**src/rtl/operand_entry.sv**
```systemverilog
// rtl/operand_entry.sv - debounced hex-nibble operand entry front end for the ALU

// Debouncer: accept a level change after DEBOUNCE_CYCLES stable cycles, emit one-cycle rising event
module operand_entry_debounce #(
  parameter int DEBOUNCE_CYCLES = 1000000
) (
  input  logic i_clk,
  input  logic i_rst_n,
  input  logic i_level,
  output logic o_event
);

  localparam int CW = $clog2(DEBOUNCE_CYCLES);
  localparam logic [CW-1:0] CNT_MAX = CW'(DEBOUNCE_CYCLES - 1);

  logic          r_db;
  logic          r_db_d;
  logic [CW-1:0] r_cnt;

  // Count consecutive cycles where the input disagrees with the debounced level
  always_ff @(posedge i_clk) begin
    if (!i_rst_n) begin
      r_db  <= 1'b0;
      r_cnt <= '0;
    end else if (i_level == r_db) begin
      r_cnt <= '0;
    end else if (r_cnt == CNT_MAX) begin
      r_db  <= i_level;
      r_cnt <= '0;
    end else begin
      r_cnt <= r_cnt + 1'b1;
    end
  end

  // Delayed copy of the debounced level for rising-edge detection
  always_ff @(posedge i_clk) begin
    if (!i_rst_n) r_db_d <= 1'b0;
    else          r_db_d <= r_db;
  end

  assign o_event = r_db & ~r_db_d;

endmodule

module operand_entry #(
  parameter int DEBOUNCE_CYCLES = 1000000
) (
  input  logic        i_clk,
  input  logic        i_rst_n,
  input  logic [3:0]  i_nibble,
  input  logic        i_btn_enter,
  input  logic        i_btn_clear,
  output logic [15:0] o_a,
  output logic [15:0] o_b,
  output logic        o_ready,
  output logic        o_operands_valid,
  output logic [1:0]  o_phase,
  output logic [1:0]  o_nibble_idx
);

  typedef enum logic [1:0] {
    ENTER_A = 2'd0,
    ENTER_B = 2'd1,
    READY   = 2'd2
  } phase_t;

  logic [3:0]  r_nib_s1, r_nib_s2;
  logic        r_ent_s1, r_ent_s2;
  logic        r_clr_s1, r_clr_s2;

  phase_t      r_phase, w_phase_nx;
  logic [15:0] r_a, w_a_nx;
  logic [15:0] r_b, w_b_nx;
  logic [1:0]  r_idx, w_idx_nx;
  logic        r_ready, w_ready_nx;
  logic        r_valid, w_valid_nx;

  logic        w_ent_ev;
  logic        w_clr_ev;

  // Two-flop synchronizers for the asynchronous switch and button inputs
  always_ff @(posedge i_clk) begin
    if (!i_rst_n) begin
      r_nib_s1 <= 4'd0;
      r_nib_s2 <= 4'd0;
      r_ent_s1 <= 1'b0;
      r_ent_s2 <= 1'b0;
      r_clr_s1 <= 1'b0;
      r_clr_s2 <= 1'b0;
    end else begin
      r_nib_s1 <= i_nibble;
      r_nib_s2 <= r_nib_s1;
      r_ent_s1 <= i_btn_enter;
      r_ent_s2 <= r_ent_s1;
      r_clr_s1 <= i_btn_clear;
      r_clr_s2 <= r_clr_s1;
    end
  end

  operand_entry_debounce #(.DEBOUNCE_CYCLES(DEBOUNCE_CYCLES)) u_db_enter (
    .i_clk   (i_clk),
    .i_rst_n (i_rst_n),
    .i_level (r_ent_s2),
    .o_event (w_ent_ev)
  );

  operand_entry_debounce #(.DEBOUNCE_CYCLES(DEBOUNCE_CYCLES)) u_db_clear (
    .i_clk   (i_clk),
    .i_rst_n (i_rst_n),
    .i_level (r_clr_s2),
    .o_event (w_clr_ev)
  );

  // Entry state and operand registers
  always_ff @(posedge i_clk) begin
    if (!i_rst_n) begin
      r_phase <= ENTER_A;
      r_a     <= 16'd0;
      r_b     <= 16'd0;
      r_idx   <= 2'd0;
      r_ready <= 1'b0;
      r_valid <= 1'b0;
    end else begin
      r_phase <= w_phase_nx;
      r_a     <= w_a_nx;
      r_b     <= w_b_nx;
      r_idx   <= w_idx_nx;
      r_ready <= w_ready_nx;
      r_valid <= w_valid_nx;
    end
  end

  // Next-state logic: clear beats enter; READY restarts entry without consuming the nibble
  always_comb begin
    w_phase_nx = r_phase;
    w_a_nx     = r_a;
    w_b_nx     = r_b;
    w_idx_nx   = r_idx;
    w_ready_nx = r_ready;
    w_valid_nx = 1'b0;
    if (w_clr_ev) begin
      w_phase_nx = ENTER_A;
      w_a_nx     = 16'd0;
      w_b_nx     = 16'd0;
      w_idx_nx   = 2'd0;
      w_ready_nx = 1'b0;
    end else if (w_ent_ev) begin
      case (r_phase)
        ENTER_A: begin
          w_a_nx = {r_a[11:0], r_nib_s2};
          if (r_idx == 2'd3) begin
            w_phase_nx = ENTER_B;
            w_idx_nx   = 2'd0;
          end else begin
            w_idx_nx = r_idx + 2'd1;
          end
        end
        ENTER_B: begin
          w_b_nx = {r_b[11:0], r_nib_s2};
          if (r_idx == 2'd3) begin
            w_phase_nx = READY;
            w_idx_nx   = 2'd0;
            w_ready_nx = 1'b1;
            w_valid_nx = 1'b1;
          end else begin
            w_idx_nx = r_idx + 2'd1;
          end
        end
        READY: begin
          w_phase_nx = ENTER_A;
          w_a_nx     = 16'd0;
          w_b_nx     = 16'd0;
          w_idx_nx   = 2'd0;
          w_ready_nx = 1'b0;
        end
        default: begin
          w_phase_nx = ENTER_A;
          w_a_nx     = 16'd0;
          w_b_nx     = 16'd0;
          w_idx_nx   = 2'd0;
          w_ready_nx = 1'b0;
        end
      endcase
    end
  end

  assign o_a              = r_a;
  assign o_b              = r_b;
  assign o_ready          = r_ready;
  assign o_operands_valid = r_valid;
  assign o_phase          = r_phase;
  assign o_nibble_idx     = r_idx;

endmodule
```
**config.mk**
```make
export PLATFORM = sky130hd
export DESIGN_NAME = operand_entry
export DESIGN_NICKNAME = d
export VERILOG_FILES = /design/src/rtl/operand_entry.sv
export SDC_FILE = /design/constraint.sdc
export NUM_CORES = 1
export LEC_CHECK = 0
export CAP_MARGIN = 5
export CORE_MARGIN = 10
export CORE_UTILIZATION = 55
export DETAILED_ROUTE_END_ITERATION = 10
export GPL_ROUTABILITY_DRIVEN = 0
export MAX_ROUTING_LAYER = met4
export PLACE_DENSITY = 0.84
export SLEW_MARGIN = 20
export SYNTH_ARGS = -nofsm -noshare
export SYNTH_HDL_FRONTEND = slang
export SYNTH_SLANG_ARGS = --single-unit
```
**constraint.sdc**
```tcl
create_clock -name i_clk -period 3.95 [get_ports i_clk]
set_input_delay 0.395 -clock i_clk [delete_from_list [all_inputs] [get_ports i_clk]]
set_output_delay 0.395 -clock i_clk [all_outputs]
set_load 0.02 [all_outputs]
```
# Word-level counts from Yosys, hierarchy flattened

Index checks and enable logic that the tools add are counted.

Flip-flop bits (word level): 94
Bits of input ports: 8
Word-level logic and storage cells: 61

$add $sub $neg: 3
Equal/unequal tests: 8
Muxes and demuxes: 10
Bitwise logic cells: 10
Reduce and logical (&&, ||, !) cells: 12

Operators by type and width:

| kind                                                 | number |
|---|---|
| case mux 16 bit (2 select lines)                     | 2 |
| adder 20 x 1 -> 20 bit (second input constant)       | 2 |
| equality test 20 bit (second input constant)         | 2 |
| 2-to-1 mux 2 bit                                     | 4 |
| NOT 1 bit                                            | 8 |
| AND reduction 2 bit                                  | 4 |
| AND reduction 3 bit                                  | 2 |
| OR reduction 3 bit                                   | 2 |
| != test 2 bit (second input constant)                | 2 |
| case mux 2 bit (2 select lines)                      | 1 |
| OR reduction 2 bit                                   | 2 |
| OR reduction 4 bit                                   | 1 |
| adder 2 x 1 -> 2 bit (second input constant)         | 1 |
| bitwise AND 1 bit                                    | 2 |
| equality test 1 bit                                  | 2 |
| equality test 2 x 1 -> 1 bit (second input constant) | 1 |
| equality test 2 bit (second input constant)          | 1 |
| logical NOT 2 bit                                    | 1 |
| 2-to-1 mux 1 bit                                     | 2 |
| case mux 1 bit (2 select lines)                      | 1 |

# Logic depth before layout (Yosys ltp)

Depth after elaboration: 4
Gate-level depth with buffers: 7
Mapped depth without buffers: 5

# By module

Synthesis repeated with hierarchy kept, for this count alone.

Cells, all modules: 398
Area total of the unflattened synthesis: 3,797.4 sq um

Modules (own cells, without submodules):

| module                 | instances | cells an instance | area each (sq um) |
|---|---|---|---|
| operand_entry_debounce | 2         | 109               | 1,032.2 |
| operand_entry          | 1         | 180               | 1,732.9 |

# Least setup slack after synthesis

No wires, ideal clock.

Path type: flip-flop to flip-flop
Start point: register u_db_enter.r_cnt[0]
End point: register u_db_enter.r_cnt[10]
Arrival: 1.770 ns
Slack: 2.053 ns
Cell stages (with the launch flop): 8
Buffers on the path: 2
Path through: dfxtp_1 > ha_1 > and3_1 > clkbuf_1 > nand3_1 > o211ai_2 > clkbuf_1 > nor2_1

Word-level cells in the longest chain between the ends: 2
Elaborated cells on any way between the ends: 3

Ends and longest elaborated chain:

| element                                                        | RTL line | RTL |
|---|---|---|
| from (decl)                                                    | 18       | `logic [CW-1:0] r_cnt;` |
| from (signal assigned)                                         | 31       | `r_cnt <= r_cnt + 1'b1;` |
| branches (longest 2 deep; another with adder 20 x 1 -> 20 bit) | n/a      |  |

Parallel ways; which one is timed is not known.
A chain may end at the register's enable or synchronous reset.

# Final worst setup path

Start point: register u_db_enter.r_cnt[0]
End point: register u_db_enter.r_cnt[12]

Same word-level chain as after synthesis.

==> flow_metrics.tcl <==
set metrics [dict create \
    status "complete, no violations" \
    synth-simple-area-share_pct 23.3 \
    async_flop_share_pct 0 \
    setup_violations 0 \
    drtIter0Drc 122 \
    yosysTopAreaCellShare_pct 52.7 \
    dieArea_sq_um 10100 \
    clockBufferDepth 2 \
    vdd_drop_max_mv 0.351 \
    hp-class "flop to flop" \
    root_buffer "clkbuf_8" \
    htreeDepth 3 \
    grt_overflow 0 \
    grt_max_degree 39 \
    core_area_sq_um 6310 \
    placedCellCount 492 \
    viasPerCell 5.56 \
    ys_seq_area_share_pct 52.7 \
    arrival_ps 2310 \
    cp_cell_sequence "ha_1 -> and3_1 -> nand3_1 -> o211ai_2 -> nor2_1" \
    yosysTopAreaCell "dfxtp_1" \
    synthMuxAreaShare_pct 0 \
    synth_most_common_cell "dfxtp_1" \
    stdcell_count 508 \
    post_cts_buffers 0 \
    p_leak_nw 1.45 \
    p_per_area_nw_per_um2 379 \
    min_from "r_ent_s1" \
    clkSinkCount 94 \
    sw_frac_of_total_pct 22.1 \
    ios 46 \
    end_kind "flop" \
    insertion_delay_ps 360 \
    postSynthCellCount 384 \
    die_width_um 101 \
    fin_nets 437 \
    drc_errors 0 \
    final_layout_size_suffix_gt1_share_pct 6.26 \
    fmax_mhz 479 \
    r2r-start "u_db_enter.r_cnt[0]" \
    grt_pass1_wl_um 12100 \
    critPathLaunch "u_db_enter.r_cnt[0]" \
    synth_xor_area_share_pct 6.13 \
    cts_tree "done" \
    finalMaxSlewViolations 0 \
    timing.setup.tns_ps 0 \
    synth_top_family_by_area "simple AND/OR/NAND/NOR gates" \
    period_minus_slack_ps 2090 \
    ctsResizeCount 0 \
    crit_fanout 19 \
    timing.final.crit_share_pct 52.9 \
    die_h_um 101 \
    std_cell_rows 29 \
    synth_compound_area_share_pct 13.8 \
    vias 2825 \
    wl_per_cell_um 14.0 \
    p_clk_share_pct 39.6 \
    avgSynthCellArea_sq_um 9.30 \
    track_usage_pct 14.7 \
    antenna_found_initial 0 \
    synth_common_cells "94 x dfxtp_1, 63 x nor2_1, 34 x a22oi_1" \
    grt_pass1_vias 2672 \
    synth_fa_ha_area_share_pct 1.05 \
    criticalPathCategory "flop to flop" \
    drtPass1Iterations 4 \
    synth-seq-cells 94 \
    mappedNetlistNets 395 \
    cp-start-kind "flop" \
    intPower_mw 1.27 \
    routed_wl_um 7100 \
    p_seq_share_pct 58.8 \
    skew_ps 8.61 \
    p_sw_mw 0.359 \
    path_clk_slew_ps 90 \
    rsz0062_at_grt "false" \
    yosysUniqueCellTypes 39 \
    nFillCells 488 \
    port_buffers 45 \
    critPathSlowestCell "o211ai_2" \
    start_util_pct 56.6 \
    dp_hpwl_um 5080 \
    cts_hold_buf 0 \
    maxCapViolCount 0 \
    hold_violations 0 \
    critPathRequiredTime_ps 4170 \
    drtAntennaViolNets 0 \
    syn_area_sq_um 3570 \
    area.growth.synth_to_final_pct 20.0 \
    slew_headroom_pct 29.1 \
    synthFlopType "dfxtp_1" \
    p_comb_share_pct 1.6 \
    ys_warn_count 0 \
    worstMarginPinSlew_ps 1060 \
    cts_made_buffers 9 \
    yosys-top-cells-area "dfxtp_1 53%, a22oi_1 7.1%, nor2_1 6.6%, xor2_1 3.7%, and2_1 2.5%" \
    synth-edff-count 0 \
    num_antenna_cells 0 \
    critPathMaxStageDelay_ps 700 \
]
[through the flow]
stage	util (%)	setup WS [ps]	power [mW]	hold slack, ps	instance area (sq um)
after floorplan	-	2050	0.992	412	3570
after global placement	64.6	1890	1.00	416	4080
after detailed placement	64.6	1810	1.00	419	4080
after CTS	67.9	1820	1.64	441	4290
after global routing	67.9	1670	1.69	454	4290
final	67.9	1860	1.63	437	4290
[sequential cells by signal, indices dropped and copies added (netlist names)]
signal / cells
u_db_clear.r_cnt: 20
o_nibble_idx: 2
r_clr_s2: 1
r_clr_s1: 1
r_nib_s1: 4
o_ready: 1
r_ent_s2: 1
o_b: 16
o_a: 16
o_phase: 2
u_db_enter.r_cnt: 20
r_ent_s1: 1
u_db_clear.r_db: 1
u_db_enter.r_db: 1
u_db_enter.r_db_d: 1
o_operands_valid: 1
r_nib_s2: 4
u_db_clear.r_db_d: 1
[path summary, 6_finish.rpt]
kind | slack (ps) | to | cells after the start
worst min-delay path | 440 | r_ent_s2 | 1
worst min register to register | 440 | r_ent_s2 | 1
worst max register to register | 1860 | u_db_enter.r_cnt[12] | 5
worst max-delay path | 1860 | u_db_enter.r_cnt[12] | 5
[logic make-up (layout without fill, tap and decap cells)]
logic type	count (synthesis)	in the layout
DFF	94	94
AOI/OAI and AO/OA	74	74
xor gates and xnor gates	25	25
and+or+nand+nor	159	159
adders and majority gates	3	3
buffers and inverters	29	76
[final cells by class]
class	instances	area, sq um	share of cell area (%)
Sequential cell	94	1880	43.9
Multi-Input combinational cell	261	1580	37.0
Timing Repair Buffer	48	473	11.0
Clock buffer	9	124	2.89
Tap cell	77	96.3	2.25
Clock inverter	7	81.3	1.90
Inverter	12	45.0	1.05
[cell usage in the layout (no fill, tap or decap), types with 5 or more instances in the layout]
cell | netlist | routed
a21oi_1 | 15 | 15
a22oi_1 | 34 | 34
and2_1 | 14 | 14
and3_1 | 7 | 7
clkbuf_8 | 0 | 9
clkdlybuf4s50_1 | 0 | 45
dfxtp_1 | 94 | 94
inv_1 | 12 | 12
nand2_1 | 14 | 14
nand3_1 | 10 | 10
nand4_1 | 10 | 10
nor2_1 | 63 | 63
nor3_1 | 6 | 6
o21ai_0 | 10 | 9
o31ai_1 | 5 | 5
or3_1 | 7 | 7
or4_1 | 6 | 6
xnor2_1 | 10 | 10
xor2_1 | 15 | 15
[power by group through the flow]
stage	Clock (mW)	Combinational, mW	Sequential, mW
2_1_floorplan	0	0.0148	0.977
3_3_place_gp	0	0.0251	0.978
3_5_place_dp	0	0.0260	0.978
4_1_cts	0.661	0.0260	0.956
5_1_grt	0.700	0.0289	0.957
6_report	0.643	0.0255	0.956
[layer usage]
metal  vias to the layer above  part of all wire [%]  GRT usage [%]
li1                       1440                     -              -
met1                      1314                    44           16.7
met2                        55                    49           23.4
met3                        16                   4.8           5.01
met4                         0                   2.0           5.43
met5                         -                     0              -
[worst max-delay path, delay by kind of cell (launching register included)]
kind | cells | cell delay, ps
flops | 1 | 410
compound gates | 1 | 700
simple gates | 3 | 630
fa+ha+maj | 1 | 210
No activity file was read; power rests on OpenSTA's default activity.
